[src/rtl/vga_io_pkg.sv]
// Shared constants and the ready-FSM state type for the VGA indexed-port decoders.
package vga_io_pkg;

  localparam logic [15:0] MONO_BASE_DEF  = 16'h03B4;
  localparam logic [15:0] COLOR_BASE_DEF = 16'h03D4;
  localparam logic [7:0]  UNLOCK_KEY_DEF = 8'hA5;

  typedef enum logic [1:0] {
    ST_IDLE = 2'd0,
    ST_WAIT = 2'd1,
    ST_RDY  = 2'd2,
    ST_END  = 2'd3
  } rdy_state_e;

endpackage

[src/rtl/vga_rdy_timer.sv]
// Wait-state counter and ready FSM: acknowledges a hit access WAIT_CYC cycles after it starts.
module vga_rdy_timer
  import vga_io_pkg::*;
#(
  parameter int unsigned WAIT_CYC = 1
) (
  input  logic h_hclk,
  input  logic h_reset_n,
  input  logic start,
  input  logic hit,
  input  logic strobe,
  output logic c_ready_n,
  output logic acc_end,
  output logic idle
);

  rdy_state_e state_q, state_d;
  logic [3:0] cnt_q, cnt_d;

  always_ff @(posedge h_hclk or negedge h_reset_n) begin
    if (!h_reset_n) begin
      state_q <= ST_IDLE;
      cnt_q   <= 4'd0;
    end else begin
      state_q <= state_d;
      cnt_q   <= cnt_d;
    end
  end

  always_comb begin
    state_d = state_q;
    cnt_d   = cnt_q;
    case (state_q)
      ST_IDLE: begin
        if (start && hit) begin
          state_d = ST_WAIT;
          cnt_d   = 4'(WAIT_CYC - 1);
        end
      end
      // A strobe that drops before the ready point abandons the access silently.
      ST_WAIT: begin
        if (!strobe)           state_d = ST_IDLE;
        else if (cnt_q == 4'd0) state_d = ST_RDY;
        else                   cnt_d   = cnt_q - 4'd1;
      end
      ST_RDY:  if (!strobe) state_d = ST_END;
      ST_END:  state_d = ST_IDLE;
      default: state_d = ST_IDLE;
    endcase
  end

  always_comb begin
    c_ready_n = (state_q != ST_RDY);
    acc_end   = (state_q == ST_END);
    idle      = (state_q == ST_IDLE);
  end

endmodule

[src/rtl/vga_idx_port_dec.sv]
// Index/data port decoder with wait states, auto-increment, write protection and key-unlocked extension range.
module vga_idx_port_dec
  import vga_io_pkg::*;
#(
  parameter int unsigned INDEX_W    = 6,
  parameter int unsigned NUM_STD    = 25,
  parameter int unsigned EXT_BASE   = 32,
  parameter logic [15:0] MONO_BASE  = MONO_BASE_DEF,
  parameter logic [15:0] COLOR_BASE = COLOR_BASE_DEF,
  parameter int unsigned WAIT_CYC   = 1,
  parameter int unsigned PROT_LAST  = 7,
  parameter int unsigned KEY_IDX    = 31,
  parameter logic [7:0]  UNLOCK_KEY = UNLOCK_KEY_DEF
) (
  input  logic               h_hclk,
  input  logic               h_reset_n,
  input  logic               h_iord,
  input  logic               h_iowr,
  input  logic               h_io_16,
  input  logic               h_io_8,
  input  logic               misc_b0,
  input  logic [15:0]        h_io_addr,
  input  logic [15:0]        h_io_dbus,
  input  logic               prot_en,
  input  logic               auto_inc_en,
  output logic [INDEX_W-1:0] index,
  output logic               reg_wr,
  output logic [7:0]         wr_data,
  output logic               reg_rd_en,
  output logic               idx_rd_en,
  output logic               ext_unlocked,
  output logic               prot_viol,
  output logic               c_ready_n
);

  localparam logic [INDEX_W-1:0] KEY_I  = INDEX_W'(KEY_IDX);
  localparam logic [INDEX_W-1:0] PROT_I = INDEX_W'(PROT_LAST);

  function automatic logic idx_valid(input logic [INDEX_W-1:0] i, input logic unl);
    int unsigned iv;
    iv = {{(32-INDEX_W){1'b0}}, i};
    return (iv < NUM_STD) || (iv == KEY_IDX) || ((iv >= EXT_BASE) && unl);
  endfunction

  logic [INDEX_W-1:0] index_q, index_d;
  logic               strb_q, pend_q, pend_d, pend16_q, pend16_d, dacc_q, dacc_d;
  logic               reg_wr_q, reg_wr_d, prot_viol_q, prot_viol_d;
  logic [7:0]         wr_data_q, wr_data_d;
  logic               key_wr_q, key_wr_d, key_ok_q, key_ok_d, ext_q, ext_d;

  logic        strobe, start, idx_hit, dat_hit, cur_valid, hit, wide, acc_go;
  logic        acc_end, idle;
  logic [15:0] base;
  logic [7:0]  byte_sel;

  always_comb begin
    strobe    = h_iord | h_iowr;
    start     = strobe & ~strb_q;
    base      = misc_b0 ? COLOR_BASE : MONO_BASE;
    idx_hit   = (h_io_addr == base);
    dat_hit   = (h_io_addr == base + 16'd1);
    cur_valid = idx_valid(index_q, ext_q);
    hit       = idx_hit | (dat_hit & cur_valid);
    wide      = h_io_16 & ~h_io_8;
    acc_go    = idle & start & hit;
    byte_sel  = pend16_q ? h_io_dbus[15:8] : h_io_dbus[7:0];
  end

  vga_rdy_timer #(.WAIT_CYC(WAIT_CYC)) u_timer (
    .h_hclk    (h_hclk),
    .h_reset_n (h_reset_n),
    .start     (start),
    .hit       (hit),
    .strobe    (strobe),
    .c_ready_n (c_ready_n),
    .acc_end   (acc_end),
    .idle      (idle)
  );

  always_comb begin
    index_d     = index_q;
    pend_d      = 1'b0;
    pend16_d    = pend16_q;
    dacc_d      = dacc_q;
    reg_wr_d    = 1'b0;
    wr_data_d   = wr_data_q;
    prot_viol_d = 1'b0;
    key_wr_d    = 1'b0;
    key_ok_d    = key_ok_q;
    ext_d       = key_wr_q ? key_ok_q : ext_q;

    // Start cycle: latch the index and arm the one data write this access may carry.
    if (acc_go) begin
      dacc_d = dat_hit | (idx_hit & h_iowr & wide);
      if (h_iowr) begin
        if (idx_hit) begin
          index_d  = h_io_dbus[INDEX_W-1:0];
          pend_d   = wide;
          pend16_d = 1'b1;
        end else begin
          pend_d   = 1'b1;
          pend16_d = 1'b0;
        end
      end
    end

    // Following cycle: the write lands against the (possibly new) index.
    if (pend_q && strobe) begin
      if (index_q == KEY_I) begin
        key_wr_d = 1'b1;
        key_ok_d = (byte_sel == UNLOCK_KEY);
      end else if (idx_valid(index_q, ext_q)) begin
        if (prot_en && (index_q <= PROT_I)) begin
          prot_viol_d = 1'b1;
        end else begin
          reg_wr_d  = 1'b1;
          wr_data_d = byte_sel;
        end
      end
    end

    if (acc_end && dacc_q && auto_inc_en) index_d = index_q + INDEX_W'(1);
  end

  always_ff @(posedge h_hclk or negedge h_reset_n) begin
    if (!h_reset_n) begin
      strb_q      <= 1'b0;
      index_q     <= '0;
      pend_q      <= 1'b0;
      pend16_q    <= 1'b0;
      dacc_q      <= 1'b0;
      reg_wr_q    <= 1'b0;
      wr_data_q   <= 8'd0;
      prot_viol_q <= 1'b0;
      key_wr_q    <= 1'b0;
      key_ok_q    <= 1'b0;
      ext_q       <= 1'b0;
    end else begin
      strb_q      <= strobe;
      index_q     <= index_d;
      pend_q      <= pend_d;
      pend16_q    <= pend16_d;
      dacc_q      <= dacc_d;
      reg_wr_q    <= reg_wr_d;
      wr_data_q   <= wr_data_d;
      prot_viol_q <= prot_viol_d;
      key_wr_q    <= key_wr_d;
      key_ok_q    <= key_ok_d;
      ext_q       <= ext_d;
    end
  end

  always_comb begin
    index        = index_q;
    reg_wr       = reg_wr_q;
    wr_data      = wr_data_q;
    prot_viol    = prot_viol_q;
    ext_unlocked = ext_q;
    idx_rd_en    = idx_hit & h_iord & ~h_iowr;
    reg_rd_en    = dat_hit & cur_valid & h_iord & ~h_iowr;
  end

endmodule
[config.mk]
export PLATFORM = sky130hd
export DESIGN_NAME = vga_idx_port_dec
export DESIGN_NICKNAME = d
export VERILOG_FILES = /design/src/rtl/vga_io_pkg.sv /design/src/rtl/vga_rdy_timer.sv /design/src/rtl/vga_idx_port_dec.sv
export SDC_FILE = /design/constraint.sdc
export NUM_CORES = 1
export LEC_CHECK = 0
export ABC_CLOCK_PERIOD_IN_PS = 2080
export CAP_MARGIN = 20
export CORE_ASPECT_RATIO = 1.2
export CORE_UTILIZATION = 40
export DETAILED_ROUTE_END_ITERATION = 16
export GPL_TIMING_DRIVEN = 0
export PLACE_DENSITY = 0.85
export RECOVER_POWER = 25
export SLEW_MARGIN = 20
export SYNTH_ARGS = -nofsm -noshare
export SYNTH_HDL_FRONTEND = slang
export SYNTH_SLANG_ARGS = --single-unit
[constraint.sdc]
create_clock -name h_hclk -period 2.08 [get_ports h_hclk]
set_clock_uncertainty 0.2 [all_clocks]
set_input_delay 0.312 -clock h_hclk [delete_from_list [all_inputs] [get_ports h_hclk]]
set_output_delay 0.312 -clock h_hclk [all_outputs]
set_load 0.02 [all_outputs]
==> reports/metrics.cfg, run 1 <==
[yosys]
async_flop_share_pct=100
synth-edff-count=0
syn_inst=160
ys_seq_area_share_pct=43.5
ys.flop_type=dfrtp_1
yosysWarnings=0
syn_nets=205
synth_area_sq_um=1670
syn_area_per_cell_sq_um=10.4
synth.distinct_cells=42
ys_ff_latch=29

[outcome]
failed_checks=setup timing
status=complete, but fails checks

[cts]
cts_tree=built
numClockSinks=29
clock_path_buffers=2
htreeDepth=2
worst_skew_pair.late_latency_ps=280
cts.reportedPaths.clkPinSlew_ps=60
cts_root_buf=clkbuf_8
numCtsBuffers=5

[detailed_routing]
vias=1666
ant_nets=0
via_per_inst=5.48
drc_errors=0
drt-initial-drc-count=121
wl_per_cell_microns=16.2
first_pass_iters=4
drt-total-wl_mm=4.93

[floorplan]
fp.dieArea_sq_um=4440
core_sq_um=3970
initial_utilization_pct=42.0
die_w_microns=61.0
dieHeight_microns=72.8
num_rows=25
ioPinCount=61

[setup_path]
crit_fanout=3
worst_r2r_endpoint=wr_data[5]
rrSetupSlack_ps=-130
critPathArrivalTime_ps=1980
rr_startpoint=index[0]
ff2ff_path_depth=8
cp.required_ps=1570
cp-start-kind=primary input
crit_type=in2out
end_kind=output port

[place]
globalplace.congestion=0.861
pre_cts_ws_ps=-1290
hpwlAfterDp_mm=3.24
port_buffers=60

[sta]
rsz0062_at_grt=true
setup_ws_ps=-413
totalNegativeSetupSlack_ps=-2480
max_clock_freq_mhz=401
tightest_slew_ps=728
slew_headroom_pct=51.5
setup_viol=20
fin_crit_sh_pct=120
period_needed_ps=2490
slew_violations=0
hold_ws_ps=303
finalHoldViolCount=0

[min_path]
whs_endpoint=ext_unlocked
hp-class=reg2reg
hold_depth=1
holdCritStartpoint=key_wr_q

[global_routing]
antenna_found_initial=0
grt_pass1_vias=1688
grt-ovfl-total=0
grt_max_degree=30
grt_pass1_wl_mm=7.65
grt_usage_pct=23.3

[cells_and_area]
areaGrowthSynthToFinish_pct=64.6
final_common_cell=clkdlybuf4s50_1
finish.utilization_pct=69.2
final_cell_mix=clkdlybuf4s50_1 (43), dfrtp_1 (26), buf_4 (20)
drive_above_1_share_pct=32.4
num_antenna_cells=0
layout.nets=294

[pwr]
power_density_nw_per_um2=465
p_total_uw=1280
ir_drop_v=0.000565
cellLeakagePower_uw=0.00117

[flow_run]
max-cap-violations=0

[critical path, stage by stage]
cell and delay (ps):
buf_6 90, or3b_4 390, a2111o_1 470, buf_6 140
or2_4 270, nor4_4 130, buf_4 180
[stage by stage]
stage / cells / area (sq um)
final: 304 / 2750
after global routing: 304 / 2750
after global placement: 274 / 2400
after CTS: 299 / 2640
after detailed placement: 274 / 2390
after floorplan: 160 / 1730
[what timing repair did]
item,in CTS,in global routing
setup buffers,17,5
resized for setup,49,19
pin swaps,14,9
endpoints found under the hold margin,29,0
setup endpoints to repair,24,25
cloned,0,1
hold buffers,1,0
[final cells by class]
cell class	count	area [sq um]
repair buffers	83	785
inverters	10	37.5
multi-input cells	116	1020
flip-flops and latches	29	729
well taps	54	67.6
plain buffers	4	32.5
fillers	303	1220
clock buffers	8	80.1
[metal layers]
metal  vias to the layer above  GRT usage (%)  routed length (microns)
li1                        791              -                        -
met1                       816           26.9                     2060
met2                        54           40.9                     2590
met3                         5           5.85                      222
met4                         0           8.08                       61
met5                         -              0                        0
[sequential cells by signal, indices dropped and copies added, names as in the netlist, named ones only]
signal,flops
dacc_q,1
wr_data,8
u_timer.cnt_q,4
reg_wr,1
pend_q,1
key_wr_q,1
u_timer.state_q,1
pend16_q,1
strb_q,1
prot_viol,1
index,6
key_ok_q,1
ext_unlocked,1
[synthesized netlist by cell type, types with 3 or more instances]
cell type | n | area, sq um
clkbuf_1 | 3 | 11.3
nand4_1 | 4 | 25.0
nand2b_1 | 3 | 18.8
nor3_1 | 6 | 30.0
o221a_2 | 4 | 45.0
nand2_1 | 9 | 33.8
inv_1 | 10 | 37.5
or3_1 | 4 | 25.0
ha_1 | 4 | 50.1
o21ai_0 | 6 | 30.0
dfrtp_1 | 29 | 726
or2_2 | 3 | 18.8
mux2_2 | 17 | 191
nand4b_1 | 3 | 26.3
nor2_1 | 12 | 45.0
nand3_1 | 4 | 20.0
a2111oi_0 | 3 | 26.3
nor4_1 | 5 | 31.3
[report_power, final]
| group | switching [uW] | leakage (uW) | internal, uW |
|---|---|---|---|
| Sequential | 13.7 | 0.000390 | 578 |
| Combinational | 105 | 0.000740 | 137 |
| Clock | 207 | 0.0000395 | 237 |
| Total | 326 | 0.00117 | 951 |
[logic make-up (layout without fill, tap and decap cells)]
| family | count (synthesis) | after routing | share of synthesized area, % |
|---|---|---|---|
| flip-flops | 29 | 29 | 43.5 |
| multiplexers | 18 | 18 | 12.1 |
| buffers and inverters | 15 | 105 | 3.52 |
| XOR/XNOR | 1 | 1 | 0.525 |
| AND/OR/NAND/NOR | 63 | 63 | 22.4 |
| AO/OA/AOI/OAI | 30 | 30 | 15.0 |
| adder cells (fa/ha/maj) | 4 | 4 | 3.00 |
[how the worst max path moves through the flow]
stage                 start        end  slack (ps)  cells after the start
2_1_floorplan       misc_b0  reg_rd_en        -310                      5
3_3_place_gp   h_io_addr[5]  reg_rd_en       -1300                      7
3_5_place_dp   h_io_addr[5]  reg_rd_en       -1290                      7
4_1_cts        h_io_addr[6]  idx_rd_en        -510                      7
5_1_grt        h_io_addr[6]  reg_rd_en        -460                      7
6_report       h_io_addr[6]  idx_rd_en        -410                      7
Note: power is estimated with default switching activity, not from simulation.
==> run 2, diff against run 1 <==
--- a/config.mk
+++ b/config.mk
@@ -7,7 +7,7 @@
 export LEC_CHECK = 0
 export ABC_CLOCK_PERIOD_IN_PS = 2080
 export CAP_MARGIN = 20
-export CORE_ASPECT_RATIO = 1.2
+export CORE_ASPECT_RATIO = 0.7
 export CORE_UTILIZATION = 40
 export DETAILED_ROUTE_END_ITERATION = 16
 export GPL_TIMING_DRIVEN = 0
@@ -16,4 +16,5 @@
 export SLEW_MARGIN = 20
 export SYNTH_ARGS = -nofsm -noshare
 export SYNTH_HDL_FRONTEND = slang
+export SYNTH_HIERARCHICAL = 1
 export SYNTH_SLANG_ARGS = --single-unit
==> run 2 against run 1 <==
Effect of this change:
- the flow still finishes with violations (setup timing)
- critical path depth unchanged
- register-to-register slack worse by 150 ps
- count of clock-buffer cells in the layout down 1
- critical path type unchanged
==> reports/metrics.cfg, run 2 <==
[detailed_routing]
wl_per_cell_microns=16.4  ; +1.3%
drt-initial-drc-count=139  ; +15%
via_per_inst=5.63  ; +2.7%
drc_errors=0  ; unchanged
first_pass_iters=4  ; unchanged
ant_nets=0  ; unchanged
vias=1694  ; +1.7%
drt-total-wl_mm=4.95  ; +0.32%

[setup_path]
end_kind=output port
cp-start-kind=primary input
endpoint=reg_rd_en
rr_startpoint=index[3]
critical_path.startpoint=misc_b0
cp.required_ps=1570  ; about the same
rrSetupSlack_ps=-280  ; -150 ps
worst_r2r_endpoint=u_timer/cnt_q[0]
crit_type=in2out
critPathArrivalTime_ps=2130  ; +150 ps
ff2ff_path_depth=6  ; -2
crit_fanout=2  ; -1

[sta]
setup_viol=17  ; -15%
setup_ws_ps=-563  ; -151 ps
slew_violations=0  ; unchanged
slew_headroom_pct=51.3  ; -0.18 points
fin_crit_sh_pct=127  ; +7.2 points
finalHoldViolCount=0  ; unchanged
tightest_slew_ps=731  ; +2.67 ps
max_clock_freq_mhz=378  ; -5.7%
period_needed_ps=2640  ; +151 ps
hold_ws_ps=299  ; -4.06 ps
rsz0062_at_grt=true

[min_path]
hp-class=reg2reg

[floorplan]
dieHeight_microns=55.4  ; -24%
fp.dieArea_sq_um=4330  ; -2.3%
die_w_microns=78.2  ; +28%
num_rows=18  ; -28%
core_sq_um=3690  ; -7.0%
initial_utilization_pct=44.1  ; +2.1 points
ioPinCount=61  ; unchanged

[place]
hpwlAfterDp_mm=3.10  ; -4.4%
port_buffers=60  ; unchanged
dpl_cell_area_sq_um=2310  ; -3.6%
globalplace.congestion=0.843  ; -2.1%

[global_routing]
grt_max_degree=30  ; unchanged
grt-ovfl-total=0  ; unchanged
grt_pass1_vias=1552  ; -8.1%
antenna_found_initial=0  ; unchanged
grt_usage_pct=22.5  ; -0.75 points
grt_pass1_wl_mm=7.36  ; -3.8%

[flow_run]
max-cap-violations=0  ; unchanged

[yosys]
async_flop_share_pct=100  ; unchanged
yosysWarnings=6  ; +6
ys_seq_area_share_pct=44.6  ; +1.1 points
synth_commonest_cells=dfrtp_1 (29), nor2_1 (19), a21oi_1 (17), nand2_1 (12), inv_1 (11)
syn_area_per_cell_sq_um=9.36  ; -10%
ys_ff_latch=29  ; unchanged
ys.flop_type=dfrtp_1
synth.distinct_cells=46  ; +9.5%
synth_area_sq_um=1630  ; -2.5%
syn_nets=218  ; +6.3%
synth_top_area_share_pct=44.6  ; +1.1 points
syn_inst=174  ; +8.8%
yosys-top-cells-area=dfrtp_1 (45%), mux2i_1 (5.5%), a21oi_1 (5.2%), nor2_1 (4.4%), nand2_1 (2.8%)
synth_top_area_cell=dfrtp_1
synth-edff-count=0  ; unchanged
synth_most_common_cell=dfrtp_1

[cells_and_area]
largest_reg_flops=8  ; unchanged
fin_area_sq_um=2620  ; -4.7%
finish.utilization_pct=70.9  ; +1.7 points
num_antenna_cells=0  ; unchanged
areaGrowthSynthToFinish_pct=60.8
final_common_cell=clkdlybuf4s50_1
fill_cells=263  ; -13%
layout.nets=294  ; unchanged
multiInputGateArea_sq_um=962  ; -5.3%
drive_above_1_share_pct=22.7  ; -9.7 points
regArea_sq_um=729  ; unchanged
final_cell_mix=clkdlybuf4s50_1 (50), dfrtp_1 (26), nor2_1 (16)

[pwr]
power_density_nw_per_um2=594  ; +28%
p_int_uw=1160  ; +22%
cellLeakagePower_uw=0.00113  ; -3.6%
power_frac_comb_pct=18.3  ; -0.6 points
seqPwrFrac_pct=42.6  ; -3.7 points
ir_drop_v=0.000355  ; -37%
power.share.switching_pct=25.4  ; -0.15 points
p_switching_uw=395  ; +21%
pwr-share-clk_pct=39.0  ; +4.2 points

[cts]
htreeDepth=2  ; unchanged
cts.reportedPaths.clkPinSlew_ps=60  ; about the same
worst_skew_pair.late_latency_ps=290  ; about the same
cts_tree=built
numClockSinks=29  ; unchanged
numCtsBuffers=5  ; unchanged
clock_path_buffers=2  ; unchanged
cts_root_buf=clkbuf_8

[outcome]
failed_checks=setup timing
status=complete, but fails checks

run 2: cell types whose count changed in the layout (fill, tap and decap cells not counted), sizes merged, moves of 7 or more:
cell,previous run,this run
mux2i,1,9
nor2,12,19
clkdlybuf4s50,43,50
buf,29,16
a21oi,1,17
mux2,17,3
run 2: worst max-delay path: stages:
cell and delay [ps]:
buf_6 90, or3b_1 370, a2111o_1 460, or2_4 260
or3b_4 410, nor2_4 120, buf_6 120
run 2: power groups by stage:
| stage | Sequential [uW] | Clock, uW | Combinational, uW |
|---|---|---|---|
| floorplan | 659 | 0 | 153 |
| global placement | 669 | 0 | 272 |
| detailed placement | 673 | 0 | 277 |
| CTS | 662 | 611 | 281 |
| global route | 671 | 641 | 316 |
| finish | 663 | 607 | 285 |
run 2: cell families after synthesis:
kind of cell               Yosys count  synth area share, %
xor gates and xnor gates             1                0.538
AOI/OAI and AO/OA                   40                 15.5
buffers and inverters               15                 3.92
muxes                               12                 7.61
DFF                                 29                 44.6
adders and majority gates            3                 2.31
and+or+nand+nor                     74                 25.5
run 2: worst min path at each step:
stage,from,endpoint,cells after the start
after floorplan,h_reset_n,dacc_q,0
after global placement,key_wr_q,ext_unlocked,1
after detailed placement,h_reset_n,u_timer/cnt_q[3],1
after CTS,pend_q,prot_viol,1
after global routing,key_wr_q,ext_unlocked,1
final,key_wr_q,ext_unlocked,1
run 2: area by class of cell:
type / count / area share (%)
Clock inverter: 1 / 1.15
Tap cell: 50 / 2.39
Clock buffer: 7 / 3.30
Sequential cell: 29 / 27.9
Multi-Input combinational cell: 130 / 36.8
Timing Repair Buffer: 70 / 26.2
Buffer: 3 / 0.717
Inverter: 11 / 1.58
run 2: per-stage QoR:
stage	std cells	power [uW]	TNS, ps	setup WS (ps)
6_report	301	1560	-3710	-563
5_1_grt	301	1630	-5420	-592
4_1_cts	295	1550	-2950	-599
3_5_place_dp	284	950	-16490	-1500
3_3_place_gp	284	941	-15670	-1480
2_1_floorplan	174	812	-2350	-416
run 2: repair_timing:
item | in CTS | in global routing
endpoints found under the hold margin | 29 | 0
buffers inserted | 3 | 6
pin swaps | 7 | 13
hold buffers | 1 | 0
setup endpoints to repair | 25 | 24
gates resized for setup | 33 | 27
run 2: routing by layer:
layer	wire [microns]	up-vias	global-route usage, %
li1	-	788	-
met1	2100	809	30.6
met2	2280	84	32.2
met3	426	13	6.61
met4	138	0	11.9
met5	0	-	0
==> run 3, diff against run 2 <==
--- a/config.mk
+++ b/config.mk
@@ -6,7 +6,6 @@
 export NUM_CORES = 1
 export LEC_CHECK = 0
 export ABC_CLOCK_PERIOD_IN_PS = 2080
-export CAP_MARGIN = 20
 export CORE_ASPECT_RATIO = 0.7
 export CORE_UTILIZATION = 40
 export DETAILED_ROUTE_END_ITERATION = 16
==> results of run 3 <==
Same layout as run 2: the final DEF is identical, and so are final timing and power.
